`config.mk`:
```
export PLATFORM = sky130hd
export DESIGN_NAME = shift_seq_unit
export DESIGN_NICKNAME = d
export VERILOG_FILES = /design/src/rtl/shift_pkg.sv /design/src/rtl/shift_step.sv /design/src/rtl/shift_seq_unit.sv
export SDC_FILE = /design/constraint.sdc
export NUM_CORES = 1
export LEC_CHECK = 0
export ABC_CLOCK_PERIOD_IN_PS = 3300
export CORE_AREA = 2 2 103 75
export DETAILED_ROUTE_END_ITERATION = 8
export DIE_AREA = 0 0 105 77
export PLACE_DENSITY = 0.74
export SKIP_CTS_REPAIR_TIMING = 1
export SYNTH_ARGS = -nofsm -noshare
export SYNTH_HDL_FRONTEND = slang
export SYNTH_SLANG_ARGS = --single-unit
```
`constraint.sdc`:
```
create_clock -name clk -period 3.3 [get_ports clk]
set_input_delay 0.99 -clock clk [delete_from_list [all_inputs] [get_ports clk]]
set_output_delay 0.99 -clock clk [all_outputs]
set_load 0.1 [all_outputs]
```
`src/rtl/shift_pkg.sv`:
```
// Shared encodings for the sequential shifter: opcodes, FSM states,
// the shift-amount width derivation and the opcode legality check.
// Rotates count as legal only when SHIFT_ROTATE_EN is defined.
package shift_pkg;

    typedef enum logic [2:0] {
        OP_SLL = 3'b000,
        OP_SRL = 3'b001,
        OP_SRA = 3'b010,
        OP_ROL = 3'b011,
        OP_ROR = 3'b100
    } op_e;

    typedef enum logic [1:0] {
        ST_IDLE  = 2'd0,
        ST_SHIFT = 2'd1,
        ST_DONE  = 2'd2
    } state_e;

    function automatic int clog2_f(input int n);
        int r;
        int v;
        r = 0;
        v = 1;
        while (v < n) begin
            v = v * 2;
            r = r + 1;
        end
        return r;
    endfunction

    function automatic logic op_legal(input logic [2:0] op);
        case (op)
            OP_SLL, OP_SRL, OP_SRA: return 1'b1;
`ifdef SHIFT_ROTATE_EN
            OP_ROL, OP_ROR:         return 1'b1;
`endif
            default:                return 1'b0;
        endcase
    endfunction

endpackage

```
`src/rtl/shift_step.sv`:
```
// Combinational single-step shifter: moves value by k (k <= STEP) positions.
// Rotate paths exist only when SHIFT_ROTATE_EN is defined; any other opcode
// passes the value through unchanged.
module shift_step
    import shift_pkg::*;
#(
    parameter  int XLEN = 32,
    parameter  int STEP = 1,
    localparam int KW   = clog2_f(STEP) + 1
) (
    input  logic [XLEN-1:0] value,
    input  logic [2:0]      op,
    input  logic [KW-1:0]   k,
    output logic [XLEN-1:0] result
);

`ifdef SHIFT_ROTATE_EN
    logic [2*XLEN-1:0] dbl;
`endif

    // Select the shift flavour; rotates use a doubled word so wrapped bits land in place
    always_comb begin
        result = value;
`ifdef SHIFT_ROTATE_EN
        dbl = '0;
`endif
        case (op)
            OP_SLL: result = value << k;
            OP_SRL: result = value >> k;
            OP_SRA: result = $signed(value) >>> k;
`ifdef SHIFT_ROTATE_EN
            OP_ROL: begin
                dbl    = {value, value} << k;
                result = dbl[2*XLEN-1:XLEN];
            end
            OP_ROR: begin
                dbl    = {value, value} >> k;
                result = dbl[XLEN-1:0];
            end
`endif
            default: result = value;
        endcase
    end

endmodule

```
`src/rtl/shift_seq_unit.sv`:
```
// Multi-cycle shifter: accepts one request, shifts up to STEP bits per cycle,
// then holds the result until the consumer takes it.
// Optional rotate support: define SHIFT_ROTATE_EN.
module shift_seq_unit
    import shift_pkg::*;
#(
    parameter  int XLEN = 32,
    parameter  int STEP = 1,
    localparam int SW   = clog2_f(XLEN)
) (
    input  logic            clk,
    input  logic            rst_n,
    input  logic            in_valid,
    output logic            in_ready,
    input  logic [2:0]      in_op,
    input  logic [XLEN-1:0] in_data,
    input  logic [SW-1:0]   in_shamt,
    output logic            out_valid,
    input  logic            out_ready,
    output logic [XLEN-1:0] out_data,
    output logic            out_illegal,
    output logic            busy
);

    localparam int          KW       = clog2_f(STEP) + 1;
    localparam logic [SW:0] STEP_EXT = (SW + 1)'(STEP);

    state_e          state_q;
    state_e          state_d;
    logic [XLEN-1:0] val_q;
    logic [2:0]      op_q;
    logic [SW-1:0]   rem_q;
    logic            ill_q;
    logic [SW:0]     k_full;
    logic [KW-1:0]   step_k;
    logic [XLEN-1:0] step_res;
    logic            accept;
    logic            last_step;

    assign accept    = in_valid && (state_q == ST_IDLE);
    assign k_full    = ({1'b0, rem_q} > STEP_EXT) ? STEP_EXT : {1'b0, rem_q};
    assign step_k    = k_full[KW-1:0];
    assign last_step = ({1'b0, rem_q} <= STEP_EXT);

    shift_step #(
        .XLEN(XLEN),
        .STEP(STEP)
    ) u_step (
        .value (val_q),
        .op    (op_q),
        .k     (step_k),
        .result(step_res)
    );

    // FSM state register; reset drops any operation in flight
    always_ff @(posedge clk or negedge rst_n) begin
        if (!rst_n) state_q <= ST_IDLE;
        else        state_q <= state_d;
    end

    // Capture the request on acceptance, then walk the shift down by k each SHIFT cycle
    always_ff @(posedge clk) begin
        if (accept) begin
            val_q <= in_data;
            op_q  <= in_op;
            rem_q <= in_shamt;
            ill_q <= !op_legal(in_op);
        end else if (state_q == ST_SHIFT) begin
            val_q <= step_res;
            rem_q <= rem_q - k_full[SW-1:0];
        end
    end

    // Next-state and handshake outputs; result is only visible while DONE
    always_comb begin
        state_d     = state_q;
        in_ready    = 1'b0;
        out_valid   = 1'b0;
        out_data    = '0;
        out_illegal = 1'b0;
        busy        = 1'b1;
        case (state_q)
            ST_IDLE: begin
                in_ready = 1'b1;
                busy     = 1'b0;
                if (in_valid)
                    state_d = ((in_shamt != '0) && op_legal(in_op)) ? ST_SHIFT : ST_DONE;
            end
            ST_SHIFT: begin
                if (last_step) state_d = ST_DONE;
            end
            ST_DONE: begin
                out_valid   = 1'b1;
                out_data    = val_q;
                out_illegal = ill_q;
                if (out_ready) state_d = ST_IDLE;
            end
            default: state_d = ST_IDLE;
        endcase
    end

endmodule

```
Word-level counts from Yosys, hierarchy flattened
Index checks and enable logic that the tools add are counted.
{ "classes": {"n_addsub": 1, "n_lt_le_gt_ge": 2, "n_eq_ne": 9, "shift": 3, "n_mux": 20, "n_reduce_logical": 12} }
{ "op_table": {"columns": ["operator", "n"], "rows": [
  ["32-bit two-way mux", 3],
  ["32-bit case mux with 3 select lines", 1],
  ["32-bit by 1-bit left shift with 32-bit output", 1],
  ["32-bit by 1-bit right shift with 32-bit output", 1],
  ["32-bit by 1-bit >>> shifter with 32-bit output", 1],
  ["5-bit two-way mux", 3],
  ["1-bit two-way mux", 8],
  ["2-bit two-way mux", 4],
  ["3-bit by 1-bit equality test with 1-bit output (second input constant)", 2],
  ["3-bit by 2-bit equality test with 1-bit output (second input constant)", 2],
  ["3-bit logical NOT", 2],
  ["2-bit inequality test (second input constant)", 3],
  ["2-bit case mux with 3 select lines", 1],
  ["5-bit by 1-bit > comparator with 1-bit output (second input constant)", 1],
  ["5-bit by 1-bit less-or-equal comparator with 1-bit output (second input constant)", 1],
  ["5-bit nonzero test", 1],
  ["5-bit subtractor", 1],
  ["4-bit nonzero test", 1],
  ["3-bit AND reduction", 1],
  ["3-bit OR reduction", 1],
  ["2-bit by 1-bit equality test with 1-bit output (second input constant)", 1],
  ["2-bit equality test (second input constant)", 1],
  ["1-bit logical AND", 2],
  ["2-bit logical NOT", 1],
  ["3 further kinds", 3]
]} }
{ "totals": {"reg_bits": 43, "out_inout_bits": 36, "wordCells": 52} }

Depth between registers and ports, before layout
Gate-level depths: netlist of run 1.
{ "depth": {"depth_word": 9, "depth_mapped": 7, "mapped_depth_nobuf": 6} }

Cells and area by module
From an unflattened synthesis of run 1, not the netlist that was laid out.
{ "hier_totals": {"hier_cells": 235, "hier_area_um2": 2797.7} }
{ "modules_own_cells": {"columns": ["module", "n_inst", "cells_each", "area_per_inst_um2", "seq_area_each_um2"], "rows": [
  ["shift_seq_unit", 1, 150, 2139.6, 1281.2],
  ["shift_step", 1, 85, 658.1, 0.0]
]} }

Worst setup path before layout of run 1
OpenSTA, ideal clock, no wires.
{ "synth_path": {"kind": "reg2out", "from": "reg state_q[0]", "to": "out out_data[22]", "arrival_time_ns": 2.552, "path_slack_ns": -0.242, "stages_incl_launch_ff": 4, "n_path_buf": 1, "cell_sequence": "dfrtp_1 nor2b_1 clkbuf_1 and2_1"} }
{ "synth_between": {"elab_chain_cells": 2} }
{ "synth_rtl": {"columns": ["element", "line", "text"], "rows": [
  ["start: declaration", "shift_seq_unit.sv:28", "state_e state_q;"],
  ["start signal: assignment", "shift_seq_unit.sv:58", "else state_q <= state_d;"],
  ["2-bit equality test", "shift_seq_unit.sv:82", "case (state_q)"],
  ["32-bit two-way mux", "shift_seq_unit.sv:82", null],
  ["end: declaration", "shift_seq_unit.sv:20", "output logic [XLEN-1:0] out_data,"]
]} }
No other way between the ends.

Worst setup path in the final report of run 1
{ "layout_path": {"from": "reg state_q[0]", "to": "out out_data[0]"} }
The elaborated chain is that of the path after synthesis.

==> out/results.txt, run 1 <==
Complex-gate fraction of the synthesized area - 0.225
DRC Markers - 0
Share of the synthesized area in the top cell type - 0.442
Critical path cell sequence - nor2b_2 > buf_4 > and2_1 > buf_12
Area Overhead vs Synth - 40.5%
Final min period - 3.02 ns
Non-Filler Instances - 410
Seq/Total Area, Yosys - 0.460
Max-Cap Viols - 0
Via density - 5.29
Met3 GRT Util - 0.0476
WP data arrival - 2.03 ns
Initial antenna violation count - 0
Largest delay share family, worst path - simple AND/OR/NAND/NOR gates
Mux share of post-synthesis cell area - 0.115
Grt ovf - 0
Detailed-route via count - 2170
Post-Syn Instances - 237
DR pass1 iterations - 4
WL per Instance - 16.8 µm
CP Max Fanout - 19
Most frequent cells in the layout - clkdlybuf4s50_1 (43), edfxtp_1 (41), o21ai_1 (36)
Mapped Avg Cell Area - 11.8 µm²
Hold_ws - 0.648 ns
Worst-path clk slew - 0.09 ns
Initial Utilization - 0.393
Cell Rows - 26
Setup TNS - 0 ns
Largest family of logic cells by synthesized area - compound AO/OA/AOI/OAI gates
Largest net degree at the start of global routing - 33
Ys Warns - 0
Die X - 105 µm
GRT busiest layer - met1
Slew @ Worst Pin - 1.04 ns
Worst path max stage delay - 0.54 ns
Root buf cell - clkbuf_8
XOR/XNOR Fraction of Synth Area - 0.0126
Commonest non-fill, non-tap cell in the layout - clkdlybuf4s50_1
GRT Resource Usage Total - 0.176
CTS buffer count - 5
Util after Layout - 0.552
Clock sink total - 43
Crit path buf inv count - 2
Post-detail-place hpwl - 4.78 mm
Syn nets - 282
Clk buf depth - 2
Worst endpoint required time - 2.31 ns
Hold Crit Class - reg2reg
Final GP Congestion - 0.792
Relative slew slack - 0.307
Core Area - 7090 µm²
Post-Synth Simple-Gate Area - 0.133
Post-synth ARST share - 0.0465
Placed insts - 402
Critical path type - reg2out
Routed wire length - 6.89 mm
Setup crit start kind - register
Fin crit share - 0.915
Vias in the first global route - 2125
Area contributors post-synth - edfxtp_1 (44%), a22oi_2 (13%), mux2i_1 (12%)
Global-route wire length before repair - 11.4 mm
Nets - 356
Ratio of cells with drive above 1 in the final layout - 0.276
Met1 Use GR - 0.262
RSZ-0062 raised after global routing - no
Max-slew violation count - 0
Status - completed
Unique masters post-synth - 33
Main synth FF type - edfxtp_1
IO Count - 80
Seq cells post-synth - 43
ANT nets after route - 0
Die area - 8090 µm²
I/O Buffers - 79
Die span in y - 77 µm
Post-synth EDFFs - 41
Dominant cell type by area after synthesis - edfxtp_1
Mapped Area - 2790 µm²
Htree depth - 2
Max Clk Rate - 0.331 GHz
Met2 usage - 0.260
Final hold vios - 0
Crit end category - output port
Adder-Cell Fraction of Synth Area - 0.00449
Layout Skew - 0.0117 ns
CTS tree - built
Detailed router's first-iteration violation count - 101
Antenna fix cells - 0
Clock Latency Late Sink - 0.30 ns
Final setup fails - 0
CP max-delay cell - nor2b_2
[area by class of cell]
| type | count | area, µm² |
|---|---|---|
| multi-input combinational | 172 | 1380 |
| clock inverter | 2 | 60.1 |
| fill | 642 | 3180 |
| timing repair buffer | 85 | 983 |
| inverter | 4 | 15.0 |
| sequential | 43 | 1280 |
| tap | 98 | 123 |
| clock buffer | 6 | 72.6 |
[state kept, by name (all words and copies together) (netlist names)]
| signal | cells |
|---|---|
| rem_q | 5 |
| state_q | 2 |
| val_q | 32 |
| op_q | 3 |
| ill_q | 1 |
[kinds of logic after synthesis]
logic type,Yosys count
muxes,32
DFF,43
buffers and inverters,22
adders and majority gates,1
xor gates and xnor gates,4
AOI/OAI and AO/OA,74
and+or+nand+nor,61
[routing by layer]
metal  share of wire  vias to the layer above
met2            0.45                       84
met4          0.0039                        0
met5               0                        -
li1                -                     1042
met3           0.064                        2
met1            0.48                     1042
[cells in the mapped netlist (all sizes together) (2+ instances only)]
master and count:
nand2b 2, or4 2, and2 34, o21ai 38, nand2 12, inv 4
clkbuf 7, buf 11, nor4 2, a22oi 31, edfxtp 41, nor2 3
xnor2 4, dfrtp 2, mux2i 32
[per-stage QoR]
| step | worst slack, ns | instance area [µm²] |
|---|---|---|
| 5_1_grt | 0.159 | 3910 |
| 3_3_place_gp | 0.507 | 3780 |
| 3_5_place_dp | 0.452 | 3780 |
| 6_report | 0.280 | 3910 |
| 4_1_cts | 0.259 | 3910 |
| 2_1_floorplan | 0.231 | 2790 |
[path summary, 6_finish.rpt]
path | from | endpoint | slack (ns) | depth (start not counted)
min in group asynchronous | rst_n | state_q[1] | 0.84 | 1
hold / removal | val_q[0] | val_q[1] | 0.65 | 2
hold reg to reg | val_q[0] | val_q[1] | 0.65 | 2
setup reg to reg | rem_q[1] | val_q[10] | 0.91 | 4
setup / recovery | state_q[0] | out_data[0] | 0.28 | 4
max in group asynchronous | rst_n | state_q[0] | 2.34 | 1
[worst register-to-register path: stages, from the launching register on]
cell	delay (ns)
edfxtp_1	0.46
or4_4	0.65
nor2_8	0.56
mux2i_1	0.36
o21ai_1	0.11
Power of run 1 is left out: the tool's default activity adds up to more than one toggle a clock period on the data nets, which glitch-free logic cannot reach.
==> run 2: changes to the inputs <==
Settings changed: ABC_CLOCK_PERIOD_IN_PS 3300 to 2900, PLACE_DENSITY 0.74 to 0.68, SETUP_SLACK_MARGIN set to 0.02.
Clock period 3.3 ns to 2.9 ns, I/O delays scaled along.
==> run 2 against run 1 <==
Compared with the run above:
- cell count up 0.49%
- cell area rose by 4.1%
- global-route usage about the same
- worst setup slack improved by 0.12 ns
- register-to-register slack worse by 0.31 ns
- utilization rose by 2.3 points
- die area unchanged
- non-clock buffer count up 2
- clock skew decreased by 0.0059 ns
- critical endpoint is now out_illegal
==> out/results.txt, run 2 (synthesis gave the netlist of run 1 again) <==
Initial Utilization - 0.393 (unchanged)
Most frequent cells in the layout - clkdlybuf4s50_1 (43), edfxtp_1 (41), o21ai_1 (36) (unchanged)
GRT Resource Usage Total - 0.175 (was 0.176)
Final hold vios - 0 (unchanged)
Number of flip-flops in the largest register - 32 (unchanged)
RSZ-0062 raised after global routing - no (unchanged)
Max Clk Rate - 0.400 GHz
Htree depth - 2 (unchanged)
Slew @ Worst Pin - 0.684 ns (was 1.04 ns)
Area of the multi-input gates - 1390 µm² (was 1380 µm²)
IO Count - 80 (unchanged)
Setup TNS - 0 ns (unchanged)
Seq. cell area - 1280 µm² (unchanged)
Worst-path clk slew - 0.08 ns (was 0.09 ns)
Setup crit start kind - register (unchanged)
Relative slew slack - 0.544 (was 0.307)
Reg with most FFs - val_q (unchanged)
Post-detail-place hpwl - 4.82 mm (was 4.78 mm)
Worst endpoint required time - 2.03 ns (was 2.31 ns)
Clock sink total - 43 (unchanged)
Area Overhead vs Synth - 46.3% (was 40.5%)
Worst path max stage delay - 0.44 ns (was 0.54 ns)
Crit end category - output port (unchanged)
Number of fill cells - 616 (was 642)
DR pass1 iterations - 4 (unchanged)
Reg2reg setup slack - 0.60 ns (was 0.91 ns)
Grt ovf - 0 (unchanged)
I/O Buffers - 79 (unchanged)
Detailed-route via count - 2155 (was 2170)
Max-Cap Viols - 0 (unchanged)
DRC Markers - 0 (unchanged)
WL per Instance - 16.4 µm (was 16.8 µm)
Clk buf depth - 2 (unchanged)
Post-place setup slack - 0.164 ns (was 0.452 ns)
Largest net degree at the start of global routing - 35 (was 33)
CP endpoint - out_illegal (was out_data[0])
FF-to-FF Start - rem_q[1] (unchanged)
Cell Rows - 26 (unchanged)
Largest registers - val_q (32), rem_q (5), op_q (3) (unchanged)
Initial antenna violation count - 0 (unchanged)
Vias in the first global route - 2163 (was 2125)
CP max-delay cell - dfrtp_1 (was nor2b_2)
Hold_ws - 0.643 ns (was 0.648 ns)
Root buf cell - clkbuf_8 (unchanged)
Routed wire length - 6.75 mm (was 6.89 mm)
Critical path cell sequence - nor2b_2 > buf_4 > and2_1 > buf_12 (unchanged)
R2R depth - 4 (unchanged)
Final setup fails - 0 (unchanged)
Detailed router's first-iteration violation count - 113 (was 101)
Clock Latency Late Sink - 0.30 ns (about the same)
Status - completed (unchanged)
CTS tree - built (unchanged)
Die area - 8090 µm² (unchanged)
Via density - 5.23 (was 5.29)
Final GP Congestion - 0.772 (was 0.792)
Ratio of cells with drive above 1 in the final layout - 0.303 (was 0.276)
Antenna fix cells - 0 (unchanged)
Worst Setup SP - state_q[0] (unchanged)
Commonest non-fill, non-tap cell in the layout - clkdlybuf4s50_1 (unchanged)
Final worst slack - 0.402 ns (was 0.280 ns)
Die X - 105 µm (unchanged)
Final min period - 2.50 ns
Max-slew violation count - 0 (unchanged)
Fin crit share - 0.861
Die span in y - 77 µm (unchanged)
Global-route wire length before repair - 11.2 mm (was 11.4 mm)
CP Max Fanout - 34 (was 19)
WP data arrival - 1.63 ns (was 2.03 ns)
Nets - 358 (was 356)
ANT nets after route - 0 (unchanged)
Core Area - 7090 µm² (unchanged)
Hold Crit Class - reg2reg (unchanged)
Reg-to-Reg End - val_q[20] (was val_q[10])
Layout Skew - 0.00579 ns (was 0.0117 ns)
Critical path type - reg2out (unchanged)
CTS buffer count - 5 (unchanged)
==> run 2: cell types whose count changed in the layout (fill, tap and decap cells not counted), sizes merged <==
cell,delta
bufinv,-2
buf,+2
clkbuf,+2
==> run 2: final cells by class <==
class                      count  share of cell area
clock buffer                   8              0.0197
inverter                       4             0.00369
multi-input combinational    172               0.341
sequential                    43               0.314
tap                           98              0.0301
timing repair buffer          87               0.291
==> run 2: metal layers <==
layer / vias to the layer above / routed length, µm / track usage
met2: 71 / 2940 / 0.256
met1: 1032 / 3320 / 0.253
met5: - / 0 / 0
met4: 0 / 65 / 0.0440
met3: 7 / 423 / 0.0519
li1: 1045 / - / -
==> run 2: worst min-delay path by stage <==
stage | from | depth (start not counted) | endpoint | slack, ns
after floorplan | rst_n | 0 | state_q[0] | 0.57
after global placement | val_q[7] | 2 | val_q[8] | 0.62
after detailed placement | val_q[28] | 2 | val_q[29] | 0.63
after CTS | val_q[9] | 2 | val_q[10] | 0.64
after global routing | val_q[14] | 2 | val_q[15] | 0.68
final | val_q[31] | 2 | val_q[31] | 0.64
==> run 2: per-stage QoR <==
step / util / std cells / area [µm²]
6_report: 0.574 / 412 / 4070
5_1_grt: 0.574 / 412 / 4070
4_1_cts: 0.574 / 412 / 4070
3_5_place_dp: 0.563 / 404 / 3990
3_3_place_gp: 0.563 / 404 / 3990
2_1_floorplan: - / 237 / 2800
==> run 2: critical path, delay by kind of cell (launching register included) <==
kind,cells,cell delay (ns)
flops,1,0.44
buf+inv,2,0.50
simple gates,2,0.38
Power of run 2 is left out for the same reason.
==> run 3: changes to the inputs <==
Settings changed: CORE_AREA 2 2 103 75 to 2 2 95 69, DIE_AREA 0 0 105 77 to 0 0 97 71, PLACE_DENSITY 0.68 to 0.79.
==> run 3 against run 2 <==
Compared with the run above:
- clock-buffer cell count is 3 lower
- global-route usage is 2.0 points higher
- cell count is 5.3% lower
- die area is 15% lower
==> out/results.txt, run 3 (synthesis gave the netlist of run 1 again) <==
Max Clk Rate - 0.419 GHz (was 0.400 GHz)
Critical path cell sequence - nor2b_2 > buf_4 > and2_1 > buf_12 (unchanged)
Grt ovf - 0 (unchanged)
ANT nets after route - 0 (unchanged)
Worst path max stage delay - 0.43 ns (was 0.44 ns)
Clock Latency Late Sink - 0.29 ns (was 0.30 ns)
Post-detail-place hpwl - 4.71 mm (was 4.82 mm)
Initial Utilization - 0.461 (was 0.393)
DRC Markers - 0 (unchanged)
Clk buf depth - 2 (unchanged)
Via density - 5.52 (was 5.23)
Wl on met1 - 3.26 mm (was 3.32 mm)
CTS buffer count - 5 (unchanged)
I/O Buffers - 79 (unchanged)
WL met3 - 336 µm (was 423 µm)
GRT Resource Usage Total - 0.195 (was 0.175)
WP data arrival - 1.52 ns (was 1.63 ns)
Die X - 97 µm (was 105 µm)
Max-slew violation count - 0 (unchanged)
Worst endpoint required time - 2.03 ns (about the same)
IO Count - 80 (unchanged)
Crit end category - output port (unchanged)
Top Metal Used - met4 (unchanged)
Routed wire length - 6.56 mm (was 6.75 mm)
Critical path type - reg2out (unchanged)
Status - completed (unchanged)
Final min period - 2.39 ns (was 2.50 ns)
Cell Rows - 24 (was 26)
WL per Instance - 16.8 µm (was 16.4 µm)
DR WL met2 - 2.90 mm (was 2.94 mm)
Largest registers - val_q (32), rem_q (5), op_q (3) (unchanged)
Number of fill cells - 462 (was 616)
Largest net degree at the start of global routing - 35 (unchanged)
Vias in the first global route - 2166 (was 2163)
Htree depth - 2 (unchanged)
Die span in y - 71 µm (was 77 µm)
Most frequent cells in the layout - clkdlybuf4s50_1 (43), edfxtp_1 (41), o21ai_1 (36) (unchanged)
CTS tree - built (unchanged)
Area of the multi-input gates - 1390 µm² (unchanged)
Root buf cell - clkbuf_8 (unchanged)
Detailed router's first-iteration violation count - 69 (was 113)
Antenna fix cells - 0 (unchanged)
CP Max Fanout - 20 (was 34)
Final GP Congestion - 0.774 (was 0.772)
Worst-path clk slew - 0.08 ns (about the same)
Final hold vios - 0 (unchanged)
Reg with most FFs - val_q (unchanged)
Detailed-route via count - 2154 (was 2155)
RSZ-0062 raised after global routing - no (unchanged)
Final setup fails - 0 (unchanged)
DR pass1 iterations - 4 (unchanged)
Die area - 6890 µm² (was 8090 µm²)
Number of flip-flops in the largest register - 32 (unchanged)
Setup crit start kind - register (unchanged)
Ratio of cells with drive above 1 in the final layout - 0.304 (was 0.303)
Setup TNS - 0 ns (unchanged)
Fin crit share - 0.824 (was 0.861)
Area Overhead vs Synth - 45.5% (was 46.3%)
Global-route wire length before repair - 11.0 mm (was 11.2 mm)
Slew @ Worst Pin - 0.681 ns (was 0.684 ns)
Core Area - 6040 µm² (was 7090 µm²)
Initial antenna violation count - 0 (unchanged)
Hold Crit Class - reg2reg (unchanged)
Commonest non-fill, non-tap cell in the layout - clkdlybuf4s50_1 (unchanged)
Seq. cell area - 1280 µm² (unchanged)
CP max-delay cell - dfrtp_1 (unchanged)
Layout Skew - 0.00330 ns (was 0.00579 ns)
Clock sink total - 43 (unchanged)
Max-Cap Viols - 0 (unchanged)
Relative slew slack - 0.546 (was 0.544)
Nets - 357 (was 358)
## run 3: cell count changes in the layout (fill, tap and decap cells not counted), sizes merged
| cell | change |
|---|---|
| clkinv | +2 |
| buf | -1 |
| clkbuf | -3 |
## run 3: worst max-delay path, delay by kind of cell, from the launching register on
kind | cells | cell delay (ns)
flops | 1 | 0.43
buf+inv | 2 | 0.41
simple gates | 2 | 0.38
## run 3: area by class of cell
class | instances | share of cell area
tap | 78 | 0.0241
multi-input combinational | 172 | 0.343
clock inverter | 2 | 0.00216
inverter | 4 | 0.00371
sequential | 43 | 0.316
clock buffer | 5 | 0.0170
timing repair buffer | 86 | 0.294
## run 3: per-stage QoR
| step | instances | worst slack [ns] | cell area, µm² | hold slack, ns | util |
|---|---|---|---|---|---|
| 2_1_floorplan | 237 | 0.123 | 2800 | 0.571 | - |
| 3_3_place_gp | 383 | 0.242 | 3970 | 0.619 | 0.658 |
| 3_5_place_dp | 383 | 0.222 | 3970 | 0.626 | 0.658 |
| 4_1_cts | 390 | 0.509 | 4050 | 0.647 | 0.671 |
| 5_1_grt | 390 | 0.415 | 4050 | 0.667 | 0.671 |
| 6_report | 390 | 0.511 | 4050 | 0.646 | 0.671 |
## run 3: final timing paths
path / from / end / slack, ns / cells after the start
max: state_q[0] / out_data[19] / 0.51 / 4
min: val_q[23] / val_q[24] / 0.65 / 2
max reg2reg: rem_q[1] / val_q[1] / 0.59 / 4
min reg2reg: val_q[23] / val_q[24] / 0.65 / 2
max in group asynchronous: rst_n / state_q[0] / 2.04 / 1
min in group asynchronous: rst_n / state_q[1] / 0.74 / 1
## run 3: per-layer routing
| metal | vias to the layer above | track usage |
|---|---|---|
| met3 | 7 | 0.0464 |
| met2 | 65 | 0.299 |
| met1 | 1041 | 0.283 |
| li1 | 1041 | - |
| met4 | 0 | 0.0438 |
| met5 | - | 0 |
Power of run 3 is left out for the same reason.
